===== src/rtl/multicycle_control_if.sv =====
// ---------------------------------------------------------------------------
// multicycle_control_if
// Bundle between the multi-cycle control unit and the datapath/IR side.
//   opcode        IR[31:21], stable from DECODE to the end of the instruction
//   mem_ready     memory completes the current request this cycle
//   mem_read/mem_write, iord, ir_write, pc_write, pc_src, pc_write_cond,
//   reg2loc, alu_src, mem_to_reg, reg_write, alu_op
//                 datapath mux selects and strobes
//   retire        one-cycle pulse on the last cycle of each instruction
//   retired_cnt   wrapping count of completed instructions (CNT_W bits)
//   fault         sticky fault flag
//   fault_code    00 none, 01 illegal opcode, 10 fetch timeout, 11 data timeout
// Modports: slave = control unit, master = datapath / IR side.
// ---------------------------------------------------------------------------
interface multicycle_control_if #(
    parameter int CNT_W = 16
);
    logic [10:0]      opcode;
    logic             mem_ready;
    logic             mem_read;
    logic             mem_write;
    logic             iord;
    logic             ir_write;
    logic             pc_write;
    logic             pc_src;
    logic             pc_write_cond;
    logic             reg2loc;
    logic             alu_src;
    logic             mem_to_reg;
    logic             reg_write;
    logic [1:0]       alu_op;
    logic             retire;
    logic [CNT_W-1:0] retired_cnt;
    logic             fault;
    logic [1:0]       fault_code;

    modport slave (
        input  opcode, mem_ready,
        output mem_read, mem_write, iord, ir_write, pc_write, pc_src,
               pc_write_cond, reg2loc, alu_src, mem_to_reg, reg_write,
               alu_op, retire, retired_cnt, fault, fault_code
    );

    modport master (
        output opcode, mem_ready,
        input  mem_read, mem_write, iord, ir_write, pc_write, pc_src,
               pc_write_cond, reg2loc, alu_src, mem_to_reg, reg_write,
               alu_op, retire, retired_cnt, fault, fault_code
    );
endinterface


===== src/rtl/multicycle_control.sv =====
// ---------------------------------------------------------------------------
// multicycle_control
// Multi-cycle LEGv8 main control unit. Sequences each instruction through
// FETCH/DECODE/EXEC/MEM/WB, waits on mem_ready with a bounded wait counter,
// traps illegal opcodes and memory timeouts into a sticky FAULT state and
// counts retired instructions.
//   clk    rising-edge clock
//   rst_n  asynchronous active-low reset
//   bus    multicycle_control_if.slave (opcode/mem_ready in, controls out);
//          the interface CNT_W must match this module's CNT_W.
// Parameters: MEM_TIMEOUT (1..2^TO_W-1), TO_W, CNT_W, EN_B (1 = decode B).
// ---------------------------------------------------------------------------
module multicycle_control #(
    parameter int MEM_TIMEOUT = 15,
    parameter int TO_W        = 4,
    parameter int CNT_W       = 16,
    parameter bit EN_B        = 1'b1
) (
    input  logic                  clk,
    input  logic                  rst_n,
    multicycle_control_if.slave   bus
);

    typedef enum logic [2:0] {
        S_INIT, S_FETCH, S_DECODE, S_EXEC, S_MEM, S_WB, S_FAULT
    } state_t;

    typedef enum logic [2:0] {
        C_R, C_LD, C_ST, C_CBZ, C_B, C_ILL
    } class_t;

    state_t           state, state_n;
    class_t           cls, dec_class;
    logic [TO_W-1:0]  wait_cnt;
    logic [1:0]       fault_code_q, fault_code_n;
    logic [CNT_W-1:0] retired_cnt_q;
    logic             wait_clr;
    logic             timeout;

    // Opcode classification; only consumed while in DECODE.
    always_comb begin
        casez (bus.opcode)
            11'b1??0101?000: dec_class = C_R;
            11'b11111000010: dec_class = C_LD;
            11'b11111000000: dec_class = C_ST;
            11'b10110100???: dec_class = C_CBZ;
            11'b000101?????: dec_class = EN_B ? C_B : C_ILL;
            default:         dec_class = C_ILL;
        endcase
    end

    // Limit reached with no ready this cycle; a ready on the same cycle wins.
    assign timeout = (wait_cnt == TO_W'(MEM_TIMEOUT)) && !bus.mem_ready;

    // Counter restarts whenever a wait state is entered from another state.
    assign wait_clr = (state_n != state) && (state_n == S_FETCH || state_n == S_MEM);

    // NOTE: sequential state uses non-blocking assignments so every register
    // samples the pre-edge values regardless of statement order.
    always_ff @(posedge clk or negedge rst_n) begin
        if (!rst_n) begin
            state         <= S_INIT;
            cls           <= C_ILL;
            wait_cnt      <= '0;
            fault_code_q  <= 2'b00;
            retired_cnt_q <= '0;
        end else begin
            state <= state_n;
            if (state == S_DECODE)
                cls <= dec_class;
            if (wait_clr)
                wait_cnt <= '0;
            else if ((state == S_FETCH || state == S_MEM) && !bus.mem_ready)
                wait_cnt <= wait_cnt + TO_W'(1);
            if (state_n == S_FAULT && state != S_FAULT)
                fault_code_q <= fault_code_n;
            if (bus.retire)
                retired_cnt_q <= retired_cnt_q + CNT_W'(1);
        end
    end

    // NOTE: every signal gets a default before the case so no path leaves a
    // value unassigned, which would otherwise infer a latch.
    always_comb begin
        state_n           = state;
        fault_code_n      = 2'b00;
        bus.mem_read      = 1'b0;
        bus.mem_write     = 1'b0;
        bus.iord          = 1'b0;
        bus.ir_write      = 1'b0;
        bus.pc_write      = 1'b0;
        bus.pc_src        = 1'b0;
        bus.pc_write_cond = 1'b0;
        bus.reg2loc       = 1'b0;
        bus.alu_src       = 1'b0;
        bus.mem_to_reg    = 1'b0;
        bus.reg_write     = 1'b0;
        bus.alu_op        = 2'b00;
        bus.retire        = 1'b0;
        bus.fault         = 1'b0;

        unique case (state)
            S_INIT: state_n = S_FETCH;

            S_FETCH: begin
                bus.mem_read = 1'b1;
                if (bus.mem_ready) begin
                    bus.ir_write = 1'b1;
                    bus.pc_write = 1'b1;
                    state_n      = S_DECODE;
                end else if (timeout) begin
                    fault_code_n = 2'b10;
                    state_n      = S_FAULT;
                end
            end

            S_DECODE: begin
                bus.reg2loc = (dec_class == C_ST) || (dec_class == C_CBZ);
                case (dec_class)
                    C_ILL: begin
                        fault_code_n = 2'b01;
                        state_n      = S_FAULT;
                    end
                    C_B: begin
                        bus.pc_write = 1'b1;
                        bus.pc_src   = 1'b1;
                        bus.retire   = 1'b1;
                        state_n      = S_FETCH;
                    end
                    default: state_n = S_EXEC;
                endcase
            end

            S_EXEC: begin
                case (cls)
                    C_R: begin
                        bus.alu_op = 2'b10;
                        state_n    = S_WB;
                    end
                    C_CBZ: begin
                        bus.reg2loc       = 1'b1;
                        bus.alu_op        = 2'b01;
                        bus.pc_src        = 1'b1;
                        bus.pc_write_cond = 1'b1;
                        bus.retire        = 1'b1;
                        state_n           = S_FETCH;
                    end
                    default: begin
                        // Only LD and ST reach EXEC besides R and CBZ.
                        bus.alu_src = 1'b1;
                        state_n     = S_MEM;
                    end
                endcase
            end

            S_MEM: begin
                bus.iord      = 1'b1;
                bus.mem_read  = (cls == C_LD);
                bus.mem_write = (cls == C_ST);
                if (bus.mem_ready) begin
                    if (cls == C_ST) begin
                        bus.retire = 1'b1;
                        state_n    = S_FETCH;
                    end else begin
                        state_n    = S_WB;
                    end
                end else if (timeout) begin
                    fault_code_n = 2'b11;
                    state_n      = S_FAULT;
                end
            end

            S_WB: begin
                bus.reg_write  = 1'b1;
                bus.mem_to_reg = (cls == C_LD);
                bus.retire     = 1'b1;
                state_n        = S_FETCH;
            end

            S_FAULT: bus.fault = 1'b1;

            default: state_n = S_INIT;
        endcase
    end

    assign bus.fault_code  = fault_code_q;
    assign bus.retired_cnt = retired_cnt_q;

endmodule


===== src/flat_wrapper.sv =====
// flat-port wrapper written by rule: the top's interface ports become plain ports
module multicycle_control_flat 
#(
    parameter int MEM_TIMEOUT = 15,
    parameter int TO_W        = 4,
    parameter int CNT_W       = 16,
    parameter bit EN_B        = 1'b1
)
  (clk, rst_n, bus_opcode, bus_mem_ready, bus_mem_read, bus_mem_write, bus_iord, bus_ir_write, bus_pc_write, bus_pc_src, bus_pc_write_cond, bus_reg2loc, bus_alu_src, bus_mem_to_reg, bus_reg_write, bus_alu_op, bus_retire, bus_retired_cnt, bus_fault, bus_fault_code);
  multicycle_control_if #(.CNT_W(CNT_W)) bus_i ();
  input  logic clk;
  input  logic rst_n;
  input wire logic [$bits(bus_i.opcode)-1:0] bus_opcode;
  input wire logic [$bits(bus_i.mem_ready)-1:0] bus_mem_ready;
  output wire logic [$bits(bus_i.mem_read)-1:0] bus_mem_read;
  output wire logic [$bits(bus_i.mem_write)-1:0] bus_mem_write;
  output wire logic [$bits(bus_i.iord)-1:0] bus_iord;
  output wire logic [$bits(bus_i.ir_write)-1:0] bus_ir_write;
  output wire logic [$bits(bus_i.pc_write)-1:0] bus_pc_write;
  output wire logic [$bits(bus_i.pc_src)-1:0] bus_pc_src;
  output wire logic [$bits(bus_i.pc_write_cond)-1:0] bus_pc_write_cond;
  output wire logic [$bits(bus_i.reg2loc)-1:0] bus_reg2loc;
  output wire logic [$bits(bus_i.alu_src)-1:0] bus_alu_src;
  output wire logic [$bits(bus_i.mem_to_reg)-1:0] bus_mem_to_reg;
  output wire logic [$bits(bus_i.reg_write)-1:0] bus_reg_write;
  output wire logic [$bits(bus_i.alu_op)-1:0] bus_alu_op;
  output wire logic [$bits(bus_i.retire)-1:0] bus_retire;
  output wire logic [$bits(bus_i.retired_cnt)-1:0] bus_retired_cnt;
  output wire logic [$bits(bus_i.fault)-1:0] bus_fault;
  output wire logic [$bits(bus_i.fault_code)-1:0] bus_fault_code;
  assign bus_i.opcode = bus_opcode;
  assign bus_i.mem_ready = bus_mem_ready;
  assign bus_mem_read = bus_i.mem_read;
  assign bus_mem_write = bus_i.mem_write;
  assign bus_iord = bus_i.iord;
  assign bus_ir_write = bus_i.ir_write;
  assign bus_pc_write = bus_i.pc_write;
  assign bus_pc_src = bus_i.pc_src;
  assign bus_pc_write_cond = bus_i.pc_write_cond;
  assign bus_reg2loc = bus_i.reg2loc;
  assign bus_alu_src = bus_i.alu_src;
  assign bus_mem_to_reg = bus_i.mem_to_reg;
  assign bus_reg_write = bus_i.reg_write;
  assign bus_alu_op = bus_i.alu_op;
  assign bus_retire = bus_i.retire;
  assign bus_retired_cnt = bus_i.retired_cnt;
  assign bus_fault = bus_i.fault;
  assign bus_fault_code = bus_i.fault_code;
  multicycle_control #(.MEM_TIMEOUT(MEM_TIMEOUT), .TO_W(TO_W), .CNT_W(CNT_W), .EN_B(EN_B)) u_core (.clk(clk), .rst_n(rst_n), .bus(bus_i));
endmodule

===== config.mk =====
export PLATFORM = sky130hd
export DESIGN_NAME = multicycle_control_flat
export DESIGN_NICKNAME = d
export VERILOG_FILES = /design/src/rtl/multicycle_control_if.sv /design/src/rtl/multicycle_control.sv /design/src/flat_wrapper.sv
export SDC_FILE = /design/constraint.sdc
export NUM_CORES = 1
export LEC_CHECK = 0
export BUFFER_PORTS_ARGS = -buffer_cell sky130_fd_sc_hd__buf_2
export CORE_AREA = 2 2 62 64
export CTS_BUF_LIST = sky130_fd_sc_hd__clkbuf_2
export CTS_CLUSTER_DIAMETER = 80
export DETAILED_ROUTE_END_ITERATION = 7
export DIE_AREA = 0 0 64 66
export GPL_ROUTABILITY_DRIVEN = 0
export MAX_ROUTING_LAYER = met4
export PLACE_DENSITY = 0.76
export SYNTH_ARGS = -nofsm -noshare
export SYNTH_HDL_FRONTEND = slang
export SYNTH_SLANG_ARGS = --single-unit
export TNS_END_PERCENT = 30

===== constraint.sdc =====
create_clock -name clk -period 5.62 [get_ports clk]
set_input_delay 1.124 -clock clk [delete_from_list [all_inputs] [get_ports clk]]
set_output_delay 1.124 -clock clk [all_outputs]
set_load 0.01 [all_outputs]

==> Word-level counts from Yosys, hierarchy flattened <==
Cells that the tools add are included.
{ "totals": {"regBits": 28, "in_bits": 14, "out_inout_bits": 33, "wordCells": 81} }
{ "classes": {"addsub": 2, "eq_ne": 24, "muxes": 37, "n_reduce_logical": 13} }
{ "op_table": {"columns": ["operator", "count"], "rows": [
  ["$eq A11 B11 Y1 const B", 2],
  ["$eq A3 B3 Y1 const B", 7],
  ["$eq A3 B2 Y1 const B", 6],
  ["$pmux W3 S6", 1],
  ["$add A16 B1 Y16 const B", 1],
  ["$eq A8 B8 Y1 const B", 2],
  ["$mux W1", 15],
  ["$pmux W3 S5", 1],
  ["$mux W3", 4],
  ["$pmux W3 S2", 2],
  ["$mux W2", 5],
  ["$eq A3 B1 Y1 const B", 3],
  ["$mux W4", 2],
  ["$pmux W1 S2", 4],
  ["$eq A6 B3 Y1 const B", 1],
  ["$logic_not A3 Y1", 2],
  ["$pmux W2 S3", 1],
  ["$add A4 B1 Y4 const B", 1],
  ["$eq A4 B4 Y1 const B", 1],
  ["$logic_and A1 B1 Y1", 4],
  ["$pmux W1 S4", 1],
  ["$pmux W2 S2", 1],
  ["$reduce_or A2 Y1", 2],
  ["$logic_or A1 B1 Y1", 3],
  ["other kinds (4)", 4]
]} }

==> Depth between registers and ports, before layout <==
Gate-level depths: netlist of run 1.
{ "logic_depth": {"word_depth": 9, "ltp_mapped": 7, "depth_no_buf": 6} }

==> Worst setup path before layout of run 1 <==
Ideal clock, no wire load.
{ "synth_path": {"path_kind": "input -> output", "startpoint": "input bus_opcode[5]", "endpoint": "output bus_reg2loc", "arrival_time_ns": 2.225, "t_required_ns": 4.496, "slack_ns": 2.271, "cell_stages": 4, "path_buffers": 0, "cell_sequence": "or4b_2 o21ai_0 nand3_1 o21ai_0"} }
{ "synth_between": {"elab_chain_cells": 5, "elab_cells_between_ends": 10, "classes_between": "eq/ne: 7; mux: 2; reduce/logical: 1"} }
{ "synth_rtl": {"columns": ["element", "line", "source"], "rows": [
  ["start, declared", "flat_wrapper.sv:13", "input wire logic [$bits(bus_i.opcode)-1:0] bus_opcode;"],
  ["$eq A11 B11 Y1 (tied with other cells)", "multicycle_control.sv:42", "casez (bus.opcode)"],
  ["$pmux W3 S5 (*)", "multicycle_control.sv:42", null],
  ["$eq A3 B2 Y1", "multicycle_control.sv:118", "bus.reg2loc = (dec_class == C_ST) || (dec_class == C_CBZ);"],
  ["$logic_or A1 B1 Y1 (*)", "multicycle_control.sv:118", null],
  ["$pmux W1 S2 (*)", "multicycle_control.sv:102", "unique case (state)"],
  ["end, declared", "flat_wrapper.sv:22", "output wire logic [$bits(bus_i.reg2loc)-1:0] bus_reg2loc;"]
]} }
Every way passes the cells marked *; elsewhere a longest branch is shown, timed or not.

==> Worst setup path in the final report of run 1 <==
Ends and elaborated chain as after synthesis.

==> results of run 1 <==
-- flip-flops by register name (all words and copies together), names as in the netlist --
| name | flops |
|---|---|
| u_core.cls | 3 |
| u_core.state | 3 |
| u_core.wait_cnt | 4 |
| u_core.bus.fault_code | 2 |
| u_core.bus.retired_cnt | 16 |
-- area by class of cell --
| cell class | instances | area (µm²) | area share, % |
|---|---|---|---|
| clock buffer | 3 | 15.0 | 0.747 |
| clock inverter | 1 | 30.0 | 1.49 |
| inverter | 5 | 18.8 | 0.933 |
| multi-input combinational | 145 | 946 | 47.0 |
| sequential | 28 | 703 | 35.0 |
| tap | 48 | 60.1 | 2.99 |
| timing repair buffer | 47 | 238 | 11.8 |
-- cells by family after synthesis --
group / count (synthesis) / share of synthesized area, %
xor gates and xnor gates: 19 / 9.77
and+or+nand+nor: 96 / 32.5
AOI/OAI and AO/OA: 26 / 10.5
muxes: 2 / 1.25
adders and majority gates: 2 / 1.47
buffers and inverters: 12 / 3.23
DFF: 28 / 41.3
-- through the flow --
step                      utilization (%)  instance area, µm²  setup WS (ns)
after detailed placement             55.4                1970           2.02
after CTS                            56.6                2010           2.02
final                                56.6                2010           2.03
after floorplan                         -                1700           2.27
after global placement               55.4                1970           2.06
after global routing                 56.6                2010           1.96
-- routing by layer --
layer	vias up	track usage [%]
li1	741	-
met1	711	22.7
met2	38	32.2
met3	2	4.09
met4	0	2.45
met5	-	-
-- cells in the mapped netlist (3+ instances only) --
cell,number
a21oi_1,4
a31oi_1,7
and3_1,5
clkbuf_1,4
dfrtp_1,26
inv_1,5
nand2_1,17
nand2b_1,5
nand3_1,7
nand3b_1,4
nand4_1,3
nor2_1,22
nor3_1,10
o21ai_0,3
or2_2,3
xnor2_1,5
xor2_1,14
-- power groups by stage --
stage / combinational [W] / clock [W] / sequential, W
after floorplan: 0.000275 / 0 / 0.000313
after CTS: 0.000338 / 0.000126 / 0.000348
after global routing: 0.000378 / 0.000132 / 0.000362
after global placement: 0.000331 / 0 / 0.000350
final: 0.000333 / 0.000121 / 0.000351
after detailed placement: 0.000336 / 0 / 0.000353
-- worst max path at each step --
stage                  endpoint     startpoint
global route        bus_reg2loc  bus_opcode[5]
CTS                 bus_reg2loc  bus_opcode[5]
finish              bus_reg2loc  bus_opcode[5]
floorplan           bus_reg2loc  bus_opcode[5]
global placement    bus_reg2loc  bus_opcode[5]
detailed placement  bus_reg2loc  bus_opcode[5]
==> results.md, run 1 <==
- Ys flop type: dfrtp_1
- Vias: 1492
- Status: finished, final reports clean
- Tightest hold margin: 0.489 ns
- Num CTS Buffers: 3
- Final total power: 0.000806 W
- Worst vdd ir: 0.292 mV
- CP max FO: 4
- Minimum clock period: 3.59 ns
- P_sw: 0.000334 W
- Unrepaired setup endpoints after global routing: false
- Number of clock sinks: 28
- Post-synth top area cell: dfrtp_1
- CP delay by family, top: simple AND/OR/NAND/NOR gates
- Yosys top cell area share: 38.2%
- Starting Density: 48.0%
- Terminus of the critical flop-to-flop path: u_core.bus.retired_cnt[9]
- Synth async-reset ratio: 100%
- Final non-filler cell total: 277
- Critical path class: input pin to output port
- Layout Nets: 246
- Slew margin rel.: 59.3%
- Slowest CP cell: or4b_2
- Gr usage total: 18.5%
- Antenna Cells: 0
- FP Rows: 22
- I/O Pins: 47
- Crit end category: output port
- Core Area: 3550 µm²
- Most frequent cells in the layout: buf_2 (46), dfrtp_1 (26), nor2_1 (22)
- CP Cell Sequence: buf_2, or4b_2, o21ai_0, nand3_1, o21ai_0, buf_2
- Number of synthesized flops with an enable pin: 0
- Syn-to-layout area delta: 18.0%
- Synth unique cells: 49
- Clk_skew: 0.0197 ns
- Antenna Nets Post-Route: 0
- # Post-CTS Setup Buffers: 0
- Initial antenna violation count: 0
- Worst endpoint data arrival time: 2.46 ns
- R2R Setup Slk: 3.28 ns
- P_int: 0.000472 W
- Die H: 66 µm
- Clk slew on worst S/H paths: 0.27 ns
- Pins over their slew limit: 0
- Tightest Hold Check Type: flip-flop to flip-flop
- Worst r2r src: u_core.state[1]
- P per Cell Area: 401 nW/µm²
- Cell count after synthesis: 185
- Layout fillers: 328
- Post-Synthesis Cell Area: 1700 µm²
- Buf/Inv on CP: 2
- H-tree Lvls: 1
- Share of cells above drive strength 1: 27.5%
- Met2 wire length: 1740 µm
- Sw frac: 41.5%
- Critical path's largest stage delay: 0.71 ns
- Largest net degree at the start of global routing: 29
- Hold Crit Start: u_core.bus.retired_cnt[15]
- Top Metal Used: met4
- Wire per inst: 12.7 µm
- Startpoint Class: input pin
- Die outline width: 64 µm
- Area contributors post-synth: dfrtp_1 (38%), xor2_1 (7.2%), nor2_1 (4.8%)
- Global-route wire length before repair: 6090 µm
- Placed cell count: 273
- Hold_buf cts: 0
- #FFs+latches synth: 28
- Syn_nets: 201
- Min-Delay Path Depth: 1
- Comb power frac: 41.4%
- DRC viols: 0
- CTS resizes: 0
- Clock group share of total power: 15.0%
- R2r worst-path depth: 6
- Die area: 4220 µm²
- Drt via density: 5.39
- DRT Pass-1 Iters: 4
- Max-cap violations: 0
- Final WL: 3530 µm
- Setup_tns: 0 ns
- WP data required: 4.50 ns
- Synth Warn #: 0
- Max clock buf depth: 2
- Hold endpoint: u_core.bus.retired_cnt[15]
- Commonest non-fill, non-tap cell in the layout: buf_2
- # setup viols final: 0
- Root Buffer: clkbuf_2
- Skew-Pair Late Insertion Delay: 0.37 ns
- Worst-Margin Slew: 0.611 ns
- Vias in the first global route: 1361
- CTS tree: done
- Leak: 1.05 nW
- Met3 routed WL: 167 µm
- Crit path depth: 6
- DRT met1 WL: 1610 µm
- IO buf count: 46
- Syn Area/Cell: 9.21 µm²
- Hold Violations, Final: 0
- Maximum operating frequency: 0.279 GHz
- Post-synthesis sequential area ratio: 41.3%
- Seq pwr share: 43.6%
- Period utilization: 63.9%
- HPWL after DPL: 2670 µm
- Grt ovf: 0
- DRT iter0 DRCs: 80
(Power assumes the default switching activity.)
==> run 2, diff against run 1 <==
--- a/config.mk
+++ b/config.mk
@@ -5,15 +5,16 @@
 export SDC_FILE = /design/constraint.sdc
 export NUM_CORES = 1
 export LEC_CHECK = 0
+export ABC_AREA = 1
 export BUFFER_PORTS_ARGS = -buffer_cell sky130_fd_sc_hd__buf_2
-export CORE_AREA = 2 2 62 64
+export CORE_AREA = 2 2 64 66
 export CTS_BUF_LIST = sky130_fd_sc_hd__clkbuf_2
 export CTS_CLUSTER_DIAMETER = 80
 export DETAILED_ROUTE_END_ITERATION = 7
-export DIE_AREA = 0 0 64 66
+export DIE_AREA = 0 0 66 68
 export GPL_ROUTABILITY_DRIVEN = 0
 export MAX_ROUTING_LAYER = met4
-export PLACE_DENSITY = 0.76
+export PLACE_DENSITY = 0.77
 export SYNTH_ARGS = -nofsm -noshare
 export SYNTH_HDL_FRONTEND = slang
 export SYNTH_SLANG_ARGS = --single-unit
==> constraint.sdc (replaced) <==
create_clock -name clk -period 3.1 [get_ports clk]
set_input_delay 0.62 -clock clk [delete_from_list [all_inputs] [get_ports clk]]
set_output_delay 0.62 -clock clk [all_outputs]
set_load 0.01 [all_outputs]
==> run 2 against run 1 <==
Against the previous run: final cell count is 24% higher; first-iteration DRC count increased by 53%; sequential power up 67%; sequential cell count unchanged; worst hold slack got worse by 0.29 ns; register-to-register slack lost 2.0 ns; die area is 6.3% higher; worst setup slack got worse by 1.4 ns; global-route usage is 0.33 points higher; largest power group is now combinational cells; combinational power up 110%; wire length increased by 10%; synthesized area is 3.5% higher.
==> results.md, run 2 <==
- FP Rows: 23
- Layout Nets: 310
- Core Area: 3860 µm²
- Pins over their slew limit: 0
- Grt ovf: 0
- Most frequent cells in the layout: nand2_1 (54), buf_2 (46), inv_1 (41)
- IO buf count: 46
- Minimum clock period: 2.46 ns
- CP max FO: 4
- DRT Pass-1 Iters: 4
- Final non-filler cell total: 343
- Share of cells above drive strength 1: 23.2%
- P per Cell Area: 720 nW/µm²
- Layout fillers: 386
- Cell count after synthesis: 244
- Ys flop type: dfrtp_1
- Drt via density: 4.95
- Yosys top cell area share: 36.9%
- Period utilization: 79.4%
- CTS resizes: 0
- WP data required: 2.48 ns
- Die outline width: 66 µm
- Wire per inst: 11.3 µm
- Largest net degree at the start of global routing: 29
- H-tree Lvls: 1
- Multi-input gate area: 888 µm²
- CTS tree: done
- Post-DP Area: 2050 µm²
- Leak: 1.22 nW
- Hold_buf cts: 0
- Synth async-reset ratio: 100%
- Critical path class: flip-flop to output port
- Final WL: 3890 µm
- Status: finished, final reports clean
- Clk slew on worst S/H paths: 0.28 ns
- Vias: 1699
- # Post-CTS Setup Buffers: 0
- R2r worst-path depth: 12
- Root Buffer: clkbuf_2
- Number of synthesized flops with an enable pin: 0
- # setup viols final: 0
- Synth unique cells: 26
- Worst-Margin Slew: 0.626 ns
- Crit end category: output port
- Post-synthesis sequential area ratio: 39.9%
- Max clock buf depth: 2
- Maximum operating frequency: 0.406 GHz
- Syn_nets: 260
- Slew margin rel.: 58.3%
- Synth Warn #: 0
- Commonest non-fill, non-tap cell in the layout: nand2_1
- Max-cap violations: 0
- Starting Density: 45.7%
- Die H: 68 µm
- Worst endpoint data arrival time: 1.84 ns
- HPWL after DPL: 2940 µm
- Post-synth top area cell: dfrtp_1
- Gr usage total: 18.8%
- Num CTS Buffers: 3
- Max reg flops: 16
- DRT iter0 DRCs: 122
- Die area: 4490 µm²
- Vias in the first global route: 1488
- I/O Pins: 47
- Antenna Cells: 0
- Area contributors post-synth: dfrtp_1 (37%), nand2_1 (11%), inv_1 (8.7%)
- Syn Area/Cell: 7.23 µm²
- Startpoint Class: flip-flop
- Final core occ: 54.4%
- Post-Synthesis Cell Area: 1760 µm²
- Commonest cells in the netlist: nand2_1 (54), inv_1 (41), nor2_1 (32), dfrtp_1 (26), nand3_1 (20)
- Most common cell in the netlist: nand2_1
- Tightest Hold Check Type: input pin to async pin
- Placed cell count: 339
- Unrepaired setup endpoints after global routing: false
- Number of clock sinks: 28
- DRC viols: 0
- #FFs+latches synth: 28
- Final instance area: 2100 µm²
- Initial antenna violation count: 0
- Worst vdd ir: 0.313 mV
- Hold Violations, Final: 0
- Syn-to-layout area delta: 18.9%
- Clk_skew: 0.00874 ns
- Setup_tns: 0 ns
- Skew-Pair Late Insertion Delay: 0.38 ns
- Antenna Nets Post-Route: 0
- Reg area: 703 µm²
- Global-route wire length before repair: 6420 µm
==> run 2: cell types whose count changed in the layout (fill, tap and decap cells not counted), moves of 4 or more <==
cell | before | now
a31oi_1 | 7 | 1
nand2_1 | 17 | 54
o21ai_0 | 3 | 11
and3_1 | 5 | 0
nand3b_1 | 4 | 0
inv_2 | 0 | 4
nand2b_1 | 5 | 0
nand3_1 | 7 | 20
nor2_1 | 22 | 32
inv_1 | 5 | 41
==> run 2: layout make-up <==
type	instances	share of cell area (%)
clock inverter	1	1.43
tap	50	2.98
inverter	45	8.05
timing repair buffer	46	11.0
multi-input combinational	170	42.3
sequential	28	33.5
clock buffer	3	0.716
==> run 2: power breakdown <==
group / switching, W / total [W] / internal [W]
sequential: 0.000111 / 0.000586 / 0.000475
combinational: 0.000444 / 0.000698 / 0.000254
clock: 0.000115 / 0.000225 / 0.000111
total: 0.000669 / 0.00151 / 0.000841
==> run 2: routing by layer <==
layer	track usage, %	share of wire [%]
met3	2.47	5.9
met1	23.1	44
met4	5.10	1.8
met5	-	0
met2	33.0	48
==> run 2: final timing paths <==
kind	from	end	slack [ns]
worst max-delay path	u_core.state[0]	bus_reg2loc	0.64
worst min-delay path	rst_n	u_core.bus.retired_cnt[13]	0.20
worst max register to register	u_core.state[0]	u_core.wait_cnt[2]	1.25
worst min register to register	u_core.bus.retired_cnt[15]	u_core.bus.retired_cnt[15]	0.49
max in group asynchronous	rst_n	u_core.cls[1]	2.50
min in group clk	u_core.bus.retired_cnt[15]	u_core.bus.retired_cnt[15]	0.49
==> run 2: critical path: stages (launching register included) <==
cell     delay [ns]
dfrtp_1        0.49
inv_2          0.13
nand2_1        0.11
inv_1          0.07
nand2_1        0.11
or2_2          0.32
o21ai_0        0.08
buf_2          0.15
==> run 2: through the flow <==
stage               hold WS [ns]  power [W]  setup slack, ns
floorplan                  0.324    0.00106             1.12
global placement           0.455    0.00127            0.853
detailed placement         0.458    0.00128            0.846
CTS                        0.212    0.00151            0.665
global route               0.211    0.00165            0.478
finish                     0.202    0.00151            0.638
==> run 2: logic make-up after synthesis <==
kind of cell / synth area share (%)
compound gates: 5.39
xor+xnor: 8.94
fa+ha+maj: 1.42
buf+inv: 9.79
flops: 39.9
simple gates: 34.6
